[src/rtl/traffic_sensor_cond_pkg.sv]
// Shared types and constants for the traffic-light front end and FSM.
// Latency: none (declarations only).
// Backpressure: none.
package traffic_pkg;

   // Debounce channel states; clean level is 1 in STABLE_HI and CHK_LO.
   typedef enum logic [1:0] {
      STABLE_LO = 2'd0,
      CHK_HI    = 2'd1,
      STABLE_HI = 2'd2,
      CHK_LO    = 2'd3
   } deb_state_t;

   // Light encodings consumed by the downstream traffic-light FSM.
   localparam logic [2:0] RED_STOP    = 3'b111;
   localparam logic [2:0] GREEN_GO    = 3'b011;
   localparam logic [2:0] YELLOW_WAIT = 3'b001;

endpackage

[src/rtl/traffic_sensor_cond_if.sv]
// Sensor-side bundle: raw street sensors in, conditioned levels and strobes out.
// Latency: none (wiring only).
// Backpressure: none; every output is a level or a single-cycle pulse.
interface traffic_sensor_cond_if;
   logic sa_raw;
   logic sb_raw;
   logic sa;
   logic sb;
   logic step;
   logic sa_edge;
   logic sb_edge;

   // master: the side that drives the raw sensors and consumes the results
   modport master (output sa_raw, sb_raw,
                   input  sa, sb, step, sa_edge, sb_edge);

   // slave: the conditioner itself
   modport slave  (input  sa_raw, sb_raw,
                   output sa, sb, step, sa_edge, sb_edge);
endinterface

[src/rtl/traffic_sensor_cond_debounce.sv]
// One sensor channel: SYNC_STAGES-flop synchroniser, 4-state debounce FSM, rising-edge pulse.
// Latency: a stable input change appears on clean after SYNC_STAGES+DEB_CYCLES edges.
// Backpressure: none; free-running, outputs are registered.
module sensor_debounce
   import traffic_pkg::*;
#(
   parameter int DEB_CYCLES  = 1_000_000,
   parameter int SYNC_STAGES = 2
) (
   input  logic clk,
   input  logic reset,
   input  logic raw_i,
   output logic clean_d_o,
   output logic edge_o
);

   localparam int CW = (DEB_CYCLES > 1) ? $clog2(DEB_CYCLES + 1) : 1;
   localparam logic [CW-1:0] CNT_LAST = CW'(DEB_CYCLES - 1);

   logic [SYNC_STAGES-1:0] sync_q;
   logic                   synced;
   deb_state_t             state_q, state_d;
   logic [CW-1:0]          cnt_q, cnt_d;
   logic                   clean_q, clean_d;
   logic                   edge_q, edge_d;
   logic                   cnt_done;

   // Plain shift chain: no logic between stages so metastability can settle.
   always_ff @(posedge clk or negedge reset) begin
      if (!reset) sync_q <= '0;
      else        sync_q <= {sync_q[SYNC_STAGES-2:0], raw_i};
   end

   assign synced = sync_q[SYNC_STAGES-1];

   // With a single required cycle the check state must accept immediately.
   assign cnt_done = (cnt_q == CNT_LAST) || (DEB_CYCLES == 1);

   // Debounce state, counter, clean level and edge pulse registers.
   always_ff @(posedge clk or negedge reset) begin
      if (!reset) begin
         state_q <= STABLE_LO;
         cnt_q   <= '0;
         clean_q <= 1'b0;
         edge_q  <= 1'b0;
      end else begin
         state_q <= state_d;
         cnt_q   <= cnt_d;
         clean_q <= clean_d;
         edge_q  <= edge_d;
      end
   end

   // Next-state: a change must hold for DEB_CYCLES consecutive samples; any
   // reversion during the check returns to the current stable state.
   always_comb begin
      state_d = state_q;
      cnt_d   = cnt_q;
      clean_d = clean_q;
      edge_d  = 1'b0;
      case (state_q)
         STABLE_LO: begin
            if (synced) begin
               state_d = CHK_HI;
               cnt_d   = CW'(1);
            end
         end
         CHK_HI: begin
            if (!synced) begin
               state_d = STABLE_LO;
               cnt_d   = '0;
            end else if (cnt_done) begin
               state_d = STABLE_HI;
               cnt_d   = '0;
               clean_d = 1'b1;
               edge_d  = 1'b1;
            end else begin
               cnt_d   = cnt_q + CW'(1);
            end
         end
         STABLE_HI: begin
            if (!synced) begin
               state_d = CHK_LO;
               cnt_d   = CW'(1);
            end
         end
         CHK_LO: begin
            if (synced) begin
               state_d = STABLE_HI;
               cnt_d   = '0;
            end else if (cnt_done) begin
               state_d = STABLE_LO;
               cnt_d   = '0;
               clean_d = 1'b0;
            end else begin
               cnt_d   = cnt_q + CW'(1);
            end
         end
         default: begin
            state_d = STABLE_LO;
            cnt_d   = '0;
            clean_d = 1'b0;
         end
      endcase
   end

   // Next clean value is exported so the parent can register it alongside its own state.
   assign clean_d_o = clean_d;
   assign edge_o    = edge_q;

endmodule

[src/rtl/traffic_sensor_cond.sv]
// Sensor conditioner ahead of the traffic FSM: two debounced channels plus a step strobe; optional request latch via TRAFFIC_SENSOR_LATCH_EN.
// Latency: sa/sb follow raw after SYNC_STAGES+DEB_CYCLES edges; step every TICK_DIV cycles, first one TICK_DIV cycles after reset.
// Backpressure: none; all outputs registered and free-running.
module traffic_sensor_cond
   import traffic_pkg::*;
#(
   parameter int TICK_DIV    = 100_000_000,
   parameter int DEB_CYCLES  = 1_000_000,
   parameter int SYNC_STAGES = 2
) (
   input  logic                 clk,
   input  logic                 reset,
   traffic_sensor_cond_if.slave bus
);

   localparam int TW = $clog2(TICK_DIV);
   localparam logic [TW-1:0] TICK_LAST = TW'(TICK_DIV - 1);

   logic          sa_clean_d, sb_clean_d;
   logic          sa_edge, sb_edge;
   logic [TW-1:0] tick_q, tick_d;
   logic          step_q, step_d;
   logic          sa_q, sa_d;
   logic          sb_q, sb_d;

   sensor_debounce #(
      .DEB_CYCLES  (DEB_CYCLES),
      .SYNC_STAGES (SYNC_STAGES)
   ) u_deb_a (
      .clk       (clk),
      .reset     (reset),
      .raw_i     (bus.sa_raw),
      .clean_d_o (sa_clean_d),
      .edge_o    (sa_edge)
   );

   sensor_debounce #(
      .DEB_CYCLES  (DEB_CYCLES),
      .SYNC_STAGES (SYNC_STAGES)
   ) u_deb_b (
      .clk       (clk),
      .reset     (reset),
      .raw_i     (bus.sb_raw),
      .clean_d_o (sb_clean_d),
      .edge_o    (sb_edge)
   );

   // Free-running tick: wrap at TICK_DIV-1, step registered one cycle later.
   always_comb begin
      tick_d = (tick_q == TICK_LAST) ? '0 : tick_q + TW'(1);
      step_d = (tick_q == TICK_LAST);
   end

   // Sensor outputs: latch holds a request until the cycle after a step
   // unless the car is still present; otherwise just the clean level.
   always_comb begin
`ifdef TRAFFIC_SENSOR_LATCH_EN
      sa_d = sa_clean_d | (sa_q & ~step_q);
      sb_d = sb_clean_d | (sb_q & ~step_q);
`else
      sa_d = sa_clean_d;
      sb_d = sb_clean_d;
`endif
   end

   // Tick phase and output registers; reset discards phase and requests.
   always_ff @(posedge clk or negedge reset) begin
      if (!reset) begin
         tick_q <= '0;
         step_q <= 1'b0;
         sa_q   <= 1'b0;
         sb_q   <= 1'b0;
      end else begin
         tick_q <= tick_d;
         step_q <= step_d;
         sa_q   <= sa_d;
         sb_q   <= sb_d;
      end
   end

   assign bus.sa      = sa_q;
   assign bus.sb      = sb_q;
   assign bus.step    = step_q;
   assign bus.sa_edge = sa_edge;
   assign bus.sb_edge = sb_edge;

endmodule

[src/flat_wrapper.sv]
// flat-port wrapper written by rule: the top's interface ports become plain ports
module traffic_sensor_cond_flat import traffic_pkg::*;
#(
   parameter int TICK_DIV    = 100_000_000,
   parameter int DEB_CYCLES  = 1_000_000,
   parameter int SYNC_STAGES = 2
)
  (clk, reset, bus_sa_raw, bus_sb_raw, bus_sa, bus_sb, bus_step, bus_sa_edge, bus_sb_edge);
  traffic_sensor_cond_if bus_i ();
  input  logic clk;
  input  logic reset;
  input wire logic [$bits(bus_i.sa_raw)-1:0] bus_sa_raw;
  input wire logic [$bits(bus_i.sb_raw)-1:0] bus_sb_raw;
  output wire logic [$bits(bus_i.sa)-1:0] bus_sa;
  output wire logic [$bits(bus_i.sb)-1:0] bus_sb;
  output wire logic [$bits(bus_i.step)-1:0] bus_step;
  output wire logic [$bits(bus_i.sa_edge)-1:0] bus_sa_edge;
  output wire logic [$bits(bus_i.sb_edge)-1:0] bus_sb_edge;
  assign bus_i.sa_raw = bus_sa_raw;
  assign bus_i.sb_raw = bus_sb_raw;
  assign bus_sa = bus_i.sa;
  assign bus_sb = bus_i.sb;
  assign bus_step = bus_i.step;
  assign bus_sa_edge = bus_i.sa_edge;
  assign bus_sb_edge = bus_i.sb_edge;
  traffic_sensor_cond #(.TICK_DIV(TICK_DIV), .DEB_CYCLES(DEB_CYCLES), .SYNC_STAGES(SYNC_STAGES)) u_core (.clk(clk), .reset(reset), .bus(bus_i));
endmodule
[config.mk]
export PLATFORM = sky130hd
export DESIGN_NAME = traffic_sensor_cond_flat
export DESIGN_NICKNAME = d
export VERILOG_FILES = /design/src/rtl/traffic_sensor_cond_pkg.sv /design/src/rtl/traffic_sensor_cond_if.sv /design/src/rtl/traffic_sensor_cond_debounce.sv /design/src/rtl/traffic_sensor_cond.sv /design/src/flat_wrapper.sv
export SDC_FILE = /design/constraint.sdc
export NUM_CORES = 1
export LEC_CHECK = 0
export ABC_AREA = 1
export BUFFER_PORTS_ARGS = -buffer_cell sky130_fd_sc_hd__clkbuf_2
export CAP_MARGIN = 10
export CORE_ASPECT_RATIO = 0.7
export CORE_MARGIN = 3
export CORE_UTILIZATION = 57
export CTS_CLUSTER_DIAMETER = 30
export DETAILED_ROUTE_END_ITERATION = 16
export HOLD_SLACK_MARGIN = 0.05
export PLACE_DENSITY = 0.76
export SETUP_SLACK_MARGIN = 0.4
export SLEW_MARGIN = 20
export SYNTH_ARGS = -nofsm -noshare
export SYNTH_HDL_FRONTEND = slang
export SYNTH_SLANG_ARGS = --single-unit
[constraint.sdc]
create_clock -name clk -period 1.6 [get_ports clk]
set_clock_uncertainty 0.1 [all_clocks]
set_input_delay 0.32 -clock clk [delete_from_list [all_inputs] [get_ports clk]]
set_output_delay 0.32 -clock clk [all_outputs]
set_load 0.01 [all_outputs]
Word level (Yosys, flattened, before mapping)
Cells that the tools add are included.
{"block": "totals", "regBits": 80, "latch_bits": 0, "ramBits": 0, "rom_bits": 0, "inputBits": 4, "wordCells": 93, "memories": 0}
{"block": "op_classes", "add_sub_neg": 3, "multipliers": 0, "div": 0, "order_cmp": 0, "n_eq_ne": 25, "shifts": 0, "muxes": 43, "n_bitwise": 0, "reduce_logical": 10}
{"cell": "$mux W20", "count": 10}
{"cell": "$pmux W20 S4", "count": 2}
{"cell": "$add A20 B1 Y20 const B", "count": 2}
{"cell": "$eq A20 B20 Y1 const B", "count": 2}
{"cell": "$add A27 B1 Y27 const B", "count": 1}
{"cell": "$eq A27 B27 Y1 const B", "count": 1}
{"cell": "$mux W27", "count": 1}
{"cell": "$mux W2", "count": 12}
{"cell": "$ne A2 B2 Y1 const B", "count": 12}
{"cell": "$pmux W2 S4", "count": 2}
{"cell": "$mux W1", "count": 14}
{"cell": "$ne A3 B3 Y1 const B", "count": 4}
{"cell": "$reduce_and A5 Y1", "count": 2}
{"cell": "$eq A2 B2 Y1 const B", "count": 4}
{"cell": "$reduce_and A4 Y1", "count": 2}
{"cell": "$eq A2 B1 Y1 const B", "count": 2}
{"cell": "$logic_not A2 Y1", "count": 2}
{"cell": "$pmux W1 S2", "count": 2}
{"cell": "$reduce_and A2 Y1", "count": 2}
{"cell": "$reduce_bool A2 Y1", "count": 2}

Depth between registers and ports, before layout
Gate-level depths: netlist of run 1.
{"block": "logic_depth", "word_depth": 4, "depth_mapped": 11, "depth_no_buf": 11}

Modules after synthesis
Synthesis of run 1 repeated with hierarchy kept, for this count alone.
{"block": "hier_totals", "cells_unflattened": 611, "area_unflattened_um2": 4644.5}
{"mod": "sensor_debounce", "n_inst": 2, "cells_each": 190, "area_each_um2": 1472.7}
{"mod": "traffic_sensor_cond", "n_inst": 1, "cells_each": 231, "area_each_um2": 1699.1}

Worst setup path after synthesis of run 1
OpenSTA, ideal clock, no wires.
{"block": "synth_path", "path_type": "reg-to-reg", "start": "register u_core.tick_q[0]", "end": "register u_core.tick_q[22]", "setup_ps": 119, "t_arrival_ps": 1439, "t_required_ps": 1381, "slack_ps": -58, "path_stages_with_launch": 10, "synth_period_minus_slack_ps": 1658, "cell_sequence": "dfrtp_1 ha_1 nand2_2 nor2_4 nand2_2 inv_2 nand3_2 nor2_4 buf_6 nor2_1"}
{"block": "synth_between", "elab_chain_cells": 2, "word_cells_on_any_way": 3}
{"item": "start, declared", "line": "traffic_sensor_cond.sv:21", "text": "logic [TW-1:0] tick_q, tick_d;"}
{"item": "start signal, assigned", "line": "traffic_sensor_cond.sv:74", "text": "tick_q <= tick_d;"}
{"item": "$add A27 B1 Y27 or $eq A27 B27 Y1 (tied branches)", "line": "traffic_sensor_cond.sv:50", "text": "tick_d = (tick_q == TICK_LAST) ? '0 : tick_q + TW'(1);"}
{"item": "$mux W27 *", "line": "traffic_sensor_cond.sv:50"}
{"item": "net u_core.tick_d[22]", "line": "traffic_sensor_cond.sv:21"}
Mark *: on every way through the listed nets, which the timed path passes. The rest lies on a longest branch.
A chain may end at the register's enable or synchronous reset.

Worst setup path in the final report of run 1
{"block": "layout_path", "start": "register u_core.u_deb_a.cnt_q[11]", "end": "register u_core.u_deb_a.cnt_q[15]"}
{"block": "layout_between", "elab_chain_cells": 4, "word_cells_on_any_way": 6}
{"item": "start, declared", "line": "traffic_sensor_cond_debounce.sv:23", "text": "logic [CW-1:0] cnt_q, cnt_d;"}
{"item": "start signal, assigned", "line": "traffic_sensor_cond_debounce.sv:48", "text": "cnt_q <= cnt_d;"}
{"item": "$add A20 B1 Y20 or $eq A20 B20 Y1 (tied branches)", "line": "traffic_sensor_cond_debounce.sv:78, traffic_sensor_cond_debounce.sv:96, traffic_sensor_cond_debounce.sv:37"}
{"item": "$mux W20 *", "line": "traffic_sensor_cond_debounce.sv:72, traffic_sensor_cond_debounce.sv:91"}
{"item": "$mux W20, on equally long branches", "line": "traffic_sensor_cond_debounce.sv:88, traffic_sensor_cond_debounce.sv:69"}
{"item": "$pmux W20 S4 *", "line": "traffic_sensor_cond_debounce.sv:61", "text": "case (state_q)"}
Every way passes the cells marked *; elsewhere a longest branch is shown, timed or not.

==> results of run 1 <==
[stage by stage]
stage	std cells	worst slack (ps)
after CTS	818	17.4
after global routing	836	-318
after detailed placement	762	-38.0
final	836	-329
after global placement	762	44.7
after floorplan	622	34.4
[synth_stat cells, drive strengths merged]
master / number / area (um^2)
or2: 4 / 25.0
nand4: 22 / 138
xnor2: 9 / 78.8
nor2: 109 / 444
buf: 4 / 35.0
nor3: 15 / 86.3
o22ai: 8 / 50.1
ha: 3 / 37.5
and2: 1 / 6.26
o21ai: 13 / 76.3
o31ai: 1 / 7.51
nor4: 4 / 25.0
xor2: 20 / 175
o2111ai: 1 / 8.76
dfrtp: 80 / 2000
nand3b: 3 / 22.5
o21bai: 1 / 7.51
nand2: 184 / 703
nand3: 45 / 245
inv: 82 / 308
a21oi: 13 / 68.8
[worst min path at each step]
stage	startpoint	end	cells past startpoint
after floorplan	reset	async pin	0
after global placement	u_core.u_deb_a.sync_q[0]	u_core.u_deb_a.sync_q[1]	0
after detailed placement	u_core.u_deb_b.sync_q[0]	u_core.u_deb_b.sync_q[1]	0
after CTS	u_core.u_deb_b.sync_q[0]	u_core.u_deb_b.sync_q[1]	0
after global routing	u_core.u_deb_b.sync_q[0]	u_core.u_deb_b.sync_q[1]	0
final	u_core.u_deb_b.sync_q[0]	u_core.u_deb_b.sync_q[1]	0
[per-layer routing]
| layer | global-route usage (%) | part of all wire, % | up-vias |
|---|---|---|---|
| li1 | - | - | 2190 |
| met1 | 39.2 | 37 | 2483 |
| met2 | 49.8 | 44 | 515 |
| met3 | 8.79 | 13 | 159 |
| met4 | 8.76 | 6.8 | 0 |
| met5 | 0 | 0 | - |
[cell families after synthesis]
kind of cell    after synthesis
compound gates               37
xor+xnor                     29
fa+ha+maj                     3
buf+inv                      86
flops                        80
simple gates                387
[power groups by stage]
stage,clock network [uW],registers (uW),logic (uW)
2_1_floorplan,0,2250,733
3_3_place_gp,0,2270,1060
3_5_place_dp,0,2270,1080
4_1_cts,2440,2230,1360
5_1_grt,2570,2290,2000
6_report,2490,2280,1880
[sequential cells by signal (all words and copies together) (netlist names), named ones only]
name / cells
u_core.bus.sa: 1
u_core.bus.sb: 1
u_core.bus.step: 1
u_core.tick_q: 27
u_core.u_deb_a.cnt_q: 20
u_core.u_deb_a.edge_o: 1
u_core.u_deb_a.state_q: 1
u_core.u_deb_a.sync_q: 2
u_core.u_deb_b.cnt_q: 20
u_core.u_deb_b.edge_o: 1
u_core.u_deb_b.state_q: 1
u_core.u_deb_b.sync_q: 2
[area by class of cell]
| cell class | count | area [um^2] | share of cell area, % |
|---|---|---|---|
| Multi-Input combinational cell | 456 | 3010 | 44.8 |
| Sequential cell | 80 | 2020 | 30.1 |
| Clock buffer | 11 | 253 | 3.77 |
| Timing Repair Buffer | 103 | 863 | 12.9 |
| Tap cell | 98 | 123 | 1.83 |
| Timing Repair inverter | 1 | 11.3 | 0.168 |
| Inverter | 82 | 328 | 4.89 |
| Clock inverter | 5 | 103 | 1.53 |
[repair_timing]
item                                    4_1_cts  5_1_grt
endpoints found under the hold margin        82        0
resized for setup                            77      168
endpoints found under the setup margin       80       80
buffers inserted                             36       18
cloned                                        1        0
hold buffers                                  3        0
pin swaps                                    39       66
[worst reg2reg max path: stages, from the launching register on]
cell	delay, ps
dfrtp_1	410
buf_4	150
nand2_1	80
nor2_1	250
nand4_1	260
o21ai_0	320
inv_1	100
nor2_1	170
==> results.yml, run 1 <==
run_status:
  status: "complete, but fails checks"
  failed_checks: "negative setup slack"
worst_setup_path:
  slowest_stage: "dfrtp_1"
  critPathMostFrequentCell: "nor2_1"
  startpoint: "u_core.u_deb_a.cnt_q[11]"
  reg2reg_depth: 7
  cp-end-kind: "flip-flop"
  cp_num_buf_inv: 2
  worst-path-max-fanout: 3
  crit_cells: 7
  crit_family: "simple AND/OR/NAND/NOR gates"
  r2r_slack_ps: -330
  worstPathArrival_ps: 2090
  reg2reg_to: "u_core.u_deb_a.cnt_q[15]"
  endpoint: "u_core.u_deb_a.cnt_q[15]"
  crit_path_max_incr_delay_ps: 410
  cp_cell_sequence: "buf_4 > nand2_1 > nor2_1 > nand4_1 > o21ai_0 > inv_1 > nor2_1"
  cp-start-kind: "flip-flop"
  required_ps: 1760
  path_class: "flip-flop to flip-flop"
  reg2reg_from: "u_core.u_deb_a.cnt_q[11]"
final_layout:
  finalInstanceArea_mm2: 0.00671
  final_util_pct: 89.2
  fillers: 288
  area_growth_pct: 47.4
  final_common_cell: "nand2_1"
  drive_gt1_share_pct: 41.3
  n_antenna_cell: 0
  layout_common_cells: "140 x nand2_1, 72 x buf_4, 66 x inv_1, 65 x dfrtp_1, 53 x nor2_1"
  nets: 740
grt:
  grt_pass1_vias: 4631
  antenna_found_initial: 0
  grt_pass1_wl_um: 21700
  track_usage_pct: 30.2
  grt_overflow: 0
  grt_max_degree: 81
synth:
  postSynthCellCount: 622
  netlist_area_mm2: 0.00455
  synthMuxAreaShare_pct: 0
  synthAdderAreaFrac_pct: 0.825
  synth-simple-area-share_pct: 37.3
  ys_warn_count: 0
  syn-num-nets: 629
  synthXorXnorAreaFrac_pct: 5.58
  synth_compound_area_share_pct: 4.81
  synth_top_family_by_area: "simple AND/OR/NAND/NOR gates"
  synth_seq_area_share_pct: 44.0
  ys_ff_latch: 80
  synth.distinct_cells: 33
  syn_avg_cell_area_um2: 7.32
clock_network:
  clk_transition_reported_paths_ps: 70
  cts_root_buffer: "clkbuf_16"
  cts_buffer_depth: 2
  cts_tree: "done"
  clk_latency_ps: 360
  tritoncts.num_buffers: 9
  cts.sinks: 80
  htree_levels: 3
die:
  core-area_mm2: 0.00751
  fp.dieH_um: 80.8
  io_pins: 9
  rows: 26
  fp.dieArea_mm2: 0.00911
  die_w_um: 113
  start_util_pct: 60.6
sta:
  timing.hold.ws_ps: 254
  finalHoldViolations: 0
  clock.fmax_ghz: 0.518
  tns_ps: -6510
  worstMarginPinSlew_ps: 522
  finalCritPeriodShare_pct: 121
  finalMaxSlewViolations: 0
  rsz0062_at_grt: "yes"
  setup_slack_ps: -329
  post-route-min-period_ps: 1930
  slew_headroom_pct: 64.9
  setup_violations: 65
route:
  drt_iter0_markers: 877
  avgViaCountPerCell: 6.40
  vias: 5347
  firstDrtPassIters: 8
  routedWlPerCell_um: 21.9
  drc_errors: 0
  ant_nets: 0
  wl_um: 18300
placed_design:
  dp.final_hpwl_um: 7850
  place.gp.congestion: 0.949
  place_area_mm2: 0.00506
  port_buffers: 8
min_path:
  hold_path_class: "flip-flop to flip-flop"
power:
  p_seq_share_pct: 34.2
  power_uw: 6650
  clock_power_share_pct: 37.5
  p_int_uw: 4410
  combPwrFrac_pct: 28.3
  power_density_mw_per_mm2: 991
  swShare_pct: 33.7
  power.leakage_uw: 0.00302
  ir_worst_vdd_uv: 897
  power.switching_uw: 2240
job:
  drv_cap: 0
Note: power is estimated with default switching activity, not from simulation.
==> run 2: changes to the inputs <==
--- a/config.mk
+++ b/config.mk
@@ -5,16 +5,15 @@
 export SDC_FILE = /design/constraint.sdc
 export NUM_CORES = 1
 export LEC_CHECK = 0
-export ABC_AREA = 1
 export BUFFER_PORTS_ARGS = -buffer_cell sky130_fd_sc_hd__clkbuf_2
 export CAP_MARGIN = 10
 export CORE_ASPECT_RATIO = 0.7
 export CORE_MARGIN = 3
-export CORE_UTILIZATION = 57
+export CORE_UTILIZATION = 56
 export CTS_CLUSTER_DIAMETER = 30
 export DETAILED_ROUTE_END_ITERATION = 16
 export HOLD_SLACK_MARGIN = 0.05
-export PLACE_DENSITY = 0.76
+export PLACE_DENSITY = 0.75
 export SETUP_SLACK_MARGIN = 0.4
 export SLEW_MARGIN = 20
 export SYNTH_ARGS = -nofsm -noshare
==> results.yml, run 2 <==
run_status:
  status: "complete, but fails checks"
  failed_checks: "negative setup slack"
grt:
  antenna_found_initial: 0
  track_usage_pct: 32.3
  grt_overflow: 0
  grt_pass1_vias: 4234
  grt_pass1_wl_um: 20800
  grt_max_degree: 39
final_layout:
  seq_area_mm2: 0.00201
  area_growth_pct: 61.2
  largest_register_ffs: 27
  layout.cells.non_filler: 689
  drive_gt1_share_pct: 51.4
  reg_top3: "u_core.tick_q (27), u_core.u_deb_a.cnt_q (20), u_core.u_deb_b.cnt_q (20)"
  multiInputGateArea_mm2: 0.00255
  n_antenna_cell: 0
  fillers: 185
  final_common_cell: "buf_4"
  top_register: "u_core.tick_q"
  layout_common_cells: "129 x buf_4, 75 x dfrtp_1, 38 x buf_6, 35 x nor2_1, 24 x nand2_1"
  finalInstanceArea_mm2: 0.00645
  nets: 598
die:
  fp.dieArea_mm2: 0.00821
  io_pins: 9
  die_w_um: 107
  start_util_pct: 58.4
  core-area_mm2: 0.00685
  rows: 25
  fp.dieH_um: 76.7
synth:
  synth_enable_flop_cells: 0
  ys.flop_type: "dfrtp_1"
  syn_avg_cell_area_um2: 9.74
  synthArstFlopShare_pct: 100
  synth_top_area_share_pct: 50.0
  synth_top_area_cell: "dfrtp_1"
  postSynthCellCount: 411
  synthTopCellsByArea: "dfrtp_1 50%, nor2_1 4.6%, xnor2_1 4.6%, nand3_1 3.4%, nand2_1 3.3%"
  netlist_area_mm2: 0.00400
  synth.distinct_cells: 53
  ys_ff_latch: 80
  synth_seq_area_share_pct: 50.0
  ys_top_cells_by_count: "80 x dfrtp_1, 49 x nor2_1, 35 x nand2_1"
  ys_warn_count: 0
  syn-num-nets: 418
  synth_most_common_cell: "dfrtp_1"
worst_setup_path:
  worstPathArrival_ps: 2220
  path_class: "flip-flop to flip-flop"
  cp-end-kind: "flip-flop"
  cp-start-kind: "flip-flop"
  worst-path-max-fanout: 5
  required_ps: 1760
sta:
  clock.fmax_ghz: 0.485
  timing.hold.ws_ps: 260
  finalHoldViolations: 0
  setup_slack_ps: -461
  rsz0062_at_grt: "yes"
  post-route-min-period_ps: 2060
  tns_ps: -21410
  worstMarginPinSlew_ps: 418
  slew_headroom_pct: 71.8
  setup_violations: 72
  finalCritPeriodShare_pct: 129
  finalMaxSlewViolations: 0
power:
  ir_worst_vdd_uv: 769
  power.leakage_uw: 0.00301
  power.switching_uw: 1970
  p_seq_share_pct: 36.6
  clock_power_share_pct: 30.8
  combPwrFrac_pct: 32.6
  power_density_mw_per_mm2: 933
  swShare_pct: 32.7
  p_int_uw: 4050
clock_network:
  cts_buffer_depth: 2
  htree_levels: 3
  cts_root_buffer: "clkbuf_8"
  cts_tree: "done"
  clk_latency_ps: 380
  cts.sinks: 80
  clk_transition_reported_paths_ps: 80
  tritoncts.num_buffers: 9
route:
  wl_um: 18200
  firstDrtPassIters: 5
  vias: 4823
  drt_iter0_markers: 619
  routedWlPerCell_um: 26.5
  drc_errors: 0
  ant_nets: 0
  avgViaCountPerCell: 7.00
placed_design:
  port_buffers: 8
  placed_cells: 625
  dp.final_hpwl_um: 7350
  place_area_mm2: 0.00523
  place.gp.congestion: 0.877
min_path:
  hold_path_class: "flip-flop to flip-flop"
job:
  drv_cap: 0
[run 2: cell count changes after synthesis, sizes merged, moves of 11 or more]
cell and change:
nand2 -149, xnor2 +12, a31oi +15, inv -71, nand4 -11, nand3 -18
nor2 -60, and3 +11
[run 2: kinds of logic after synthesis]
family / after synthesis / share of synthesized area (%)
AND/OR/NAND/NOR: 193 / 26.0
flip-flops: 80 / 50.0
AO/OA/AOI/OAI: 76 / 12.3
XOR/XNOR: 33 / 7.41
buffers and inverters: 22 / 2.22
multiplexers: 4 / 1.06
adder cells (fa/ha/maj): 3 / 0.938
[run 2: worst paths after layout]
check                                         startpoint                       end  slack (ps)  cells after the start
min in group asynchronous                          reset   u_core.u_deb_b.cnt_q[6]         280                      2
max in group asynchronous                          reset         u_core.tick_q[12]         550                      3
worst max-delay path             u_core.u_deb_b.cnt_q[0]  u_core.u_deb_b.cnt_q[15]        -460                      7
worst min-delay path            u_core.u_deb_b.sync_q[0]  u_core.u_deb_b.sync_q[1]         260                      0
worst max register to register   u_core.u_deb_b.cnt_q[0]  u_core.u_deb_b.cnt_q[15]        -460                      7
worst min register to register  u_core.u_deb_b.sync_q[0]  u_core.u_deb_b.sync_q[1]         260                      0
[run 2: layout make-up]
| class | instances | area share, % |
|---|---|---|
| well taps | 94 | 1.82 |
| inverters | 11 | 0.640 |
| flip-flops and latches | 80 | 31.1 |
| multi-input cells | 311 | 39.5 |
| repair buffers | 178 | 23.2 |
| clock inverters | 6 | 1.80 |
| clock buffers | 9 | 1.92 |
[run 2: layer usage]
layer	global-route usage, %	share of wire, %
met1	43.3	35
met2	50.8	45
met3	7.40	11
met4	13.5	8.5
met5	0	0
[run 2: worst max-delay path, cell delays in order, from the launching register on]
cell and delay, ps:
dfrtp_1 420, buf_4 140, buf_6 110, nand4_1 220, nor4_4 370, nand3_1 210, a21o_1 210, a21o_1 170
[run 2: power by group through the flow]
stage / registers, uW / logic (uW) / clock network [uW]
global placement: 2210 / 1150 / 0
floorplan: 2220 / 712 / 0
detailed placement: 2210 / 1190 / 0
CTS: 2180 / 1510 / 1840
finish: 2200 / 1960 / 1860
global route: 2210 / 2060 / 1930
[run 2: what timing repair did]
action,in CTS,in global routing
buffers inserted,21,21
gates cloned,3,1
endpoints found under the setup margin,79,79
gates resized for setup,82,71
pin swaps,52,44
endpoints found under the hold margin,27,0
hold buffers,3,0
[run 2: through the flow]
step | setup slack (ps) | util (%) | power (uW)
5_1_grt | -508 | 94.2 | 6200
4_1_cts | -240 | 87.4 | 5530
3_3_place_gp | -260 | 76.3 | 3360
6_report | -461 | 94.2 | 6020
2_1_floorplan | -197 | - | 2930
3_5_place_dp | -354 | 76.3 | 3400
==> run 3: changes to the inputs <==
--- a/config.mk
+++ b/config.mk
@@ -5,15 +5,16 @@
 export SDC_FILE = /design/constraint.sdc
 export NUM_CORES = 1
 export LEC_CHECK = 0
-export BUFFER_PORTS_ARGS = -buffer_cell sky130_fd_sc_hd__clkbuf_2
+export BUFFER_PORTS_ARGS = -buffer_cell sky130_fd_sc_hd__buf_2
 export CAP_MARGIN = 10
 export CORE_ASPECT_RATIO = 0.7
 export CORE_MARGIN = 3
-export CORE_UTILIZATION = 56
+export CORE_UTILIZATION = 60
+export CTS_BUF_LIST = sky130_fd_sc_hd__clkbuf_8
 export CTS_CLUSTER_DIAMETER = 30
 export DETAILED_ROUTE_END_ITERATION = 16
 export HOLD_SLACK_MARGIN = 0.05
-export PLACE_DENSITY = 0.75
+export PLACE_DENSITY = 0.77
 export SETUP_SLACK_MARGIN = 0.4
 export SLEW_MARGIN = 20
 export SYNTH_ARGS = -nofsm -noshare
==> constraint.sdc (replaced) <==
create_clock -name clk -period 2 [get_ports clk]
set_clock_uncertainty 0.1 [all_clocks]
set_input_delay 0.4 -clock clk [delete_from_list [all_inputs] [get_ports clk]]
set_output_delay 0.4 -clock clk [all_outputs]
set_load 0.01 [all_outputs]
==> results.yml, run 3 (synthesis results as in run 2) <==
final_layout:
  area_growth_pct: 39.7
  final_common_cell: "dfrtp_1"
  finalInstanceArea_mm2: 0.00559
  largest_register_ffs: 27
  layout_common_cells: "71 x dfrtp_1, 59 x buf_4, 34 x nor2_1, 27 x nand2_1"
  nets: 507
  layout.cells.non_filler: 595
  reg_top3: "u_core.tick_q (27), u_core.u_deb_a.cnt_q (20), u_core.u_deb_b.cnt_q (20)"
  top_register: "u_core.tick_q"
  final_util_pct: 88.2
  n_antenna_cell: 0
  drive_gt1_share_pct: 39.9
  fillers: 285
die:
  die_w_um: 104
  rows: 24
  fp.dieArea_mm2: 0.00770
  io_pins: 9
  start_util_pct: 63.2
  core-area_mm2: 0.00634
  fp.dieH_um: 74.3
sta:
  finalMaxSlewViolations: 0
  setup_slack_ps: 11.9
  slew_headroom_pct: 39.7
  post-route-min-period_ps: 1990
  clock.fmax_ghz: 0.503
  finalCritPeriodShare_pct: 99.4
  setup_violations: 0
  rsz0062_at_grt: "yes"
  finalHoldViolations: 0
  timing.hold.ws_ps: 74.9
  worstMarginPinSlew_ps: 901
worst_setup_path:
  cp-start-kind: "flip-flop"
  r2r_slack_ps: 10
  startpoint: "u_core.u_deb_b.cnt_q[1]"
  endpoint: "u_core.u_deb_b.cnt_q[15]"
  crit_path_max_incr_delay_ps: 420
  crit_cells: 8
  required_ps: 2160
  slowest_stage: "dfrtp_1"
  reg2reg_to: "u_core.u_deb_b.cnt_q[15]"
  worstPathArrival_ps: 2150
  path_class: "flip-flop to flip-flop"
  cp-end-kind: "flip-flop"
  reg2reg_depth: 8
  worst-path-max-fanout: 6
  reg2reg_from: "u_core.u_deb_b.cnt_q[1]"
  cp_num_buf_inv: 2
  crit_family: "simple AND/OR/NAND/NOR gates"
  cp_cell_sequence: "ha_4 > and4_4 > and4_4 > a21oi_4 > buf_6 > buf_6 > a21o_1 > a21o_1"
grt:
  use_met3_pct: 7.81
  antenna_found_initial: 0
  grt_pass1_vias: 3816
  busiest_layer: "met2"
  grt_pass1_wl_um: 18900
  grt_overflow: 0
  met2_usage_pct: 53.6
  track_usage_pct: 31.3
  use_met1_pct: 38.5
  grt_max_degree: 39
clock_network:
  cts_root_buffer: "clkbuf_8"
  tritoncts.num_buffers: 9
  cts_tree: "done"
  clk_transition_reported_paths_ps: 80
  cts.sinks: 80
  htree_levels: 3
  clk_latency_ps: 360
  cts_buffer_depth: 2
route:
  ant_nets: 0
  routedWlPerCell_um: 21.4
  firstDrtPassIters: 6
  drt_iter0_markers: 384
  vias: 3862
  wl_um: 12700
  drc_errors: 0
  avgViaCountPerCell: 6.49
power:
  swShare_pct: 30.7
  ir_worst_vdd_uv: 837
  power.leakage_uw: 0.00243
  p_int_uw: 3070
  power_density_mw_per_mm2: 794
  p_seq_share_pct: 40.7
  clock_power_share_pct: 32.6
  power.switching_uw: 1360
  combPwrFrac_pct: 26.7
placed_design:
  placed_cells: 520
  dp.final_hpwl_um: 6080
  place_area_mm2: 0.00443
  place.gp.congestion: 0.832
  pre_cts_ws_ps: 38.3
  port_buffers: 8
min_path:
  min_path_cells: 1
  hold_path_class: "input port to flip-flop"
job:
  drv_cap: 0
run_status:
  status: "completed"
run 3: layer usage:
| layer | vias to the layer above | routed length [um] |
|---|---|---|
| met5 | - | 0 |
| met4 | 0 | 655 |
| met3 | 73 | 1110 |
| met2 | 253 | 6100 |
| met1 | 1882 | 4860 |
| li1 | 1654 | - |
run 3: how the worst min path moves through the flow:
| stage | slack (ps) | end | from |
|---|---|---|---|
| finish | 70 | u_core.u_deb_b.sync_q[0] | bus_sb_raw |
| global route | 70 | u_core.u_deb_b.sync_q[0] | bus_sb_raw |
| CTS | 60 | u_core.u_deb_b.sync_q[0] | bus_sb_raw |
| detailed placement | 240 | u_core.tick_q[4] | reset |
| global placement | 240 | u_core.tick_q[3] | reset |
| floorplan | 4 | async pin | reset |
run 3: timing repair:
item / in CTS / in global routing
pin swaps: 50 / 31
buffers inserted: 42 / 14
endpoints found under the hold margin: 27 / 0
gates cloned: 2 / 0
gates resized for setup: 70 / 38
endpoints found under the setup margin: 65 / 72
hold buffers: 2 / 0
run 3: layout make-up:
class,instances,area (um^2),area share [%]
Multi-Input combinational cell,309,2400,42.9
Clock buffer,9,124,2.22
Inverter,11,41.3,0.739
Clock inverter,6,110,1.97
Timing Repair Buffer,89,790,14.1
Tap cell,91,114,2.04
Sequential cell,80,2010,36.0
run 3: power groups by stage:
stage / sequential [uW] / combinational, uW / clock (uW)
3_3_place_gp: 1800 / 705 / 0
3_5_place_dp: 1800 / 728 / 0
2_1_floorplan: 1770 / 538 / 0
6_report: 1810 / 1180 / 1450
5_1_grt: 1810 / 1230 / 1520
4_1_cts: 1780 / 1010 / 1430
run 3: metrics by stage:
stage,setup TNS [ps],total power [uW]
3_5_place_dp,0,2520
4_1_cts,0,4220
6_report,0,4440
5_1_grt,-37.1,4560
2_1_floorplan,0,2310
3_3_place_gp,0,2500
run 3: worst reg2reg max path, stage by stage, from the launching register on:
cell	delay, ps
dfrtp_1	420
ha_4	180
and4_4	240
and4_4	270
a21oi_4	110
buf_6	140
buf_6	130
a21o_1	160
a21o_1	150
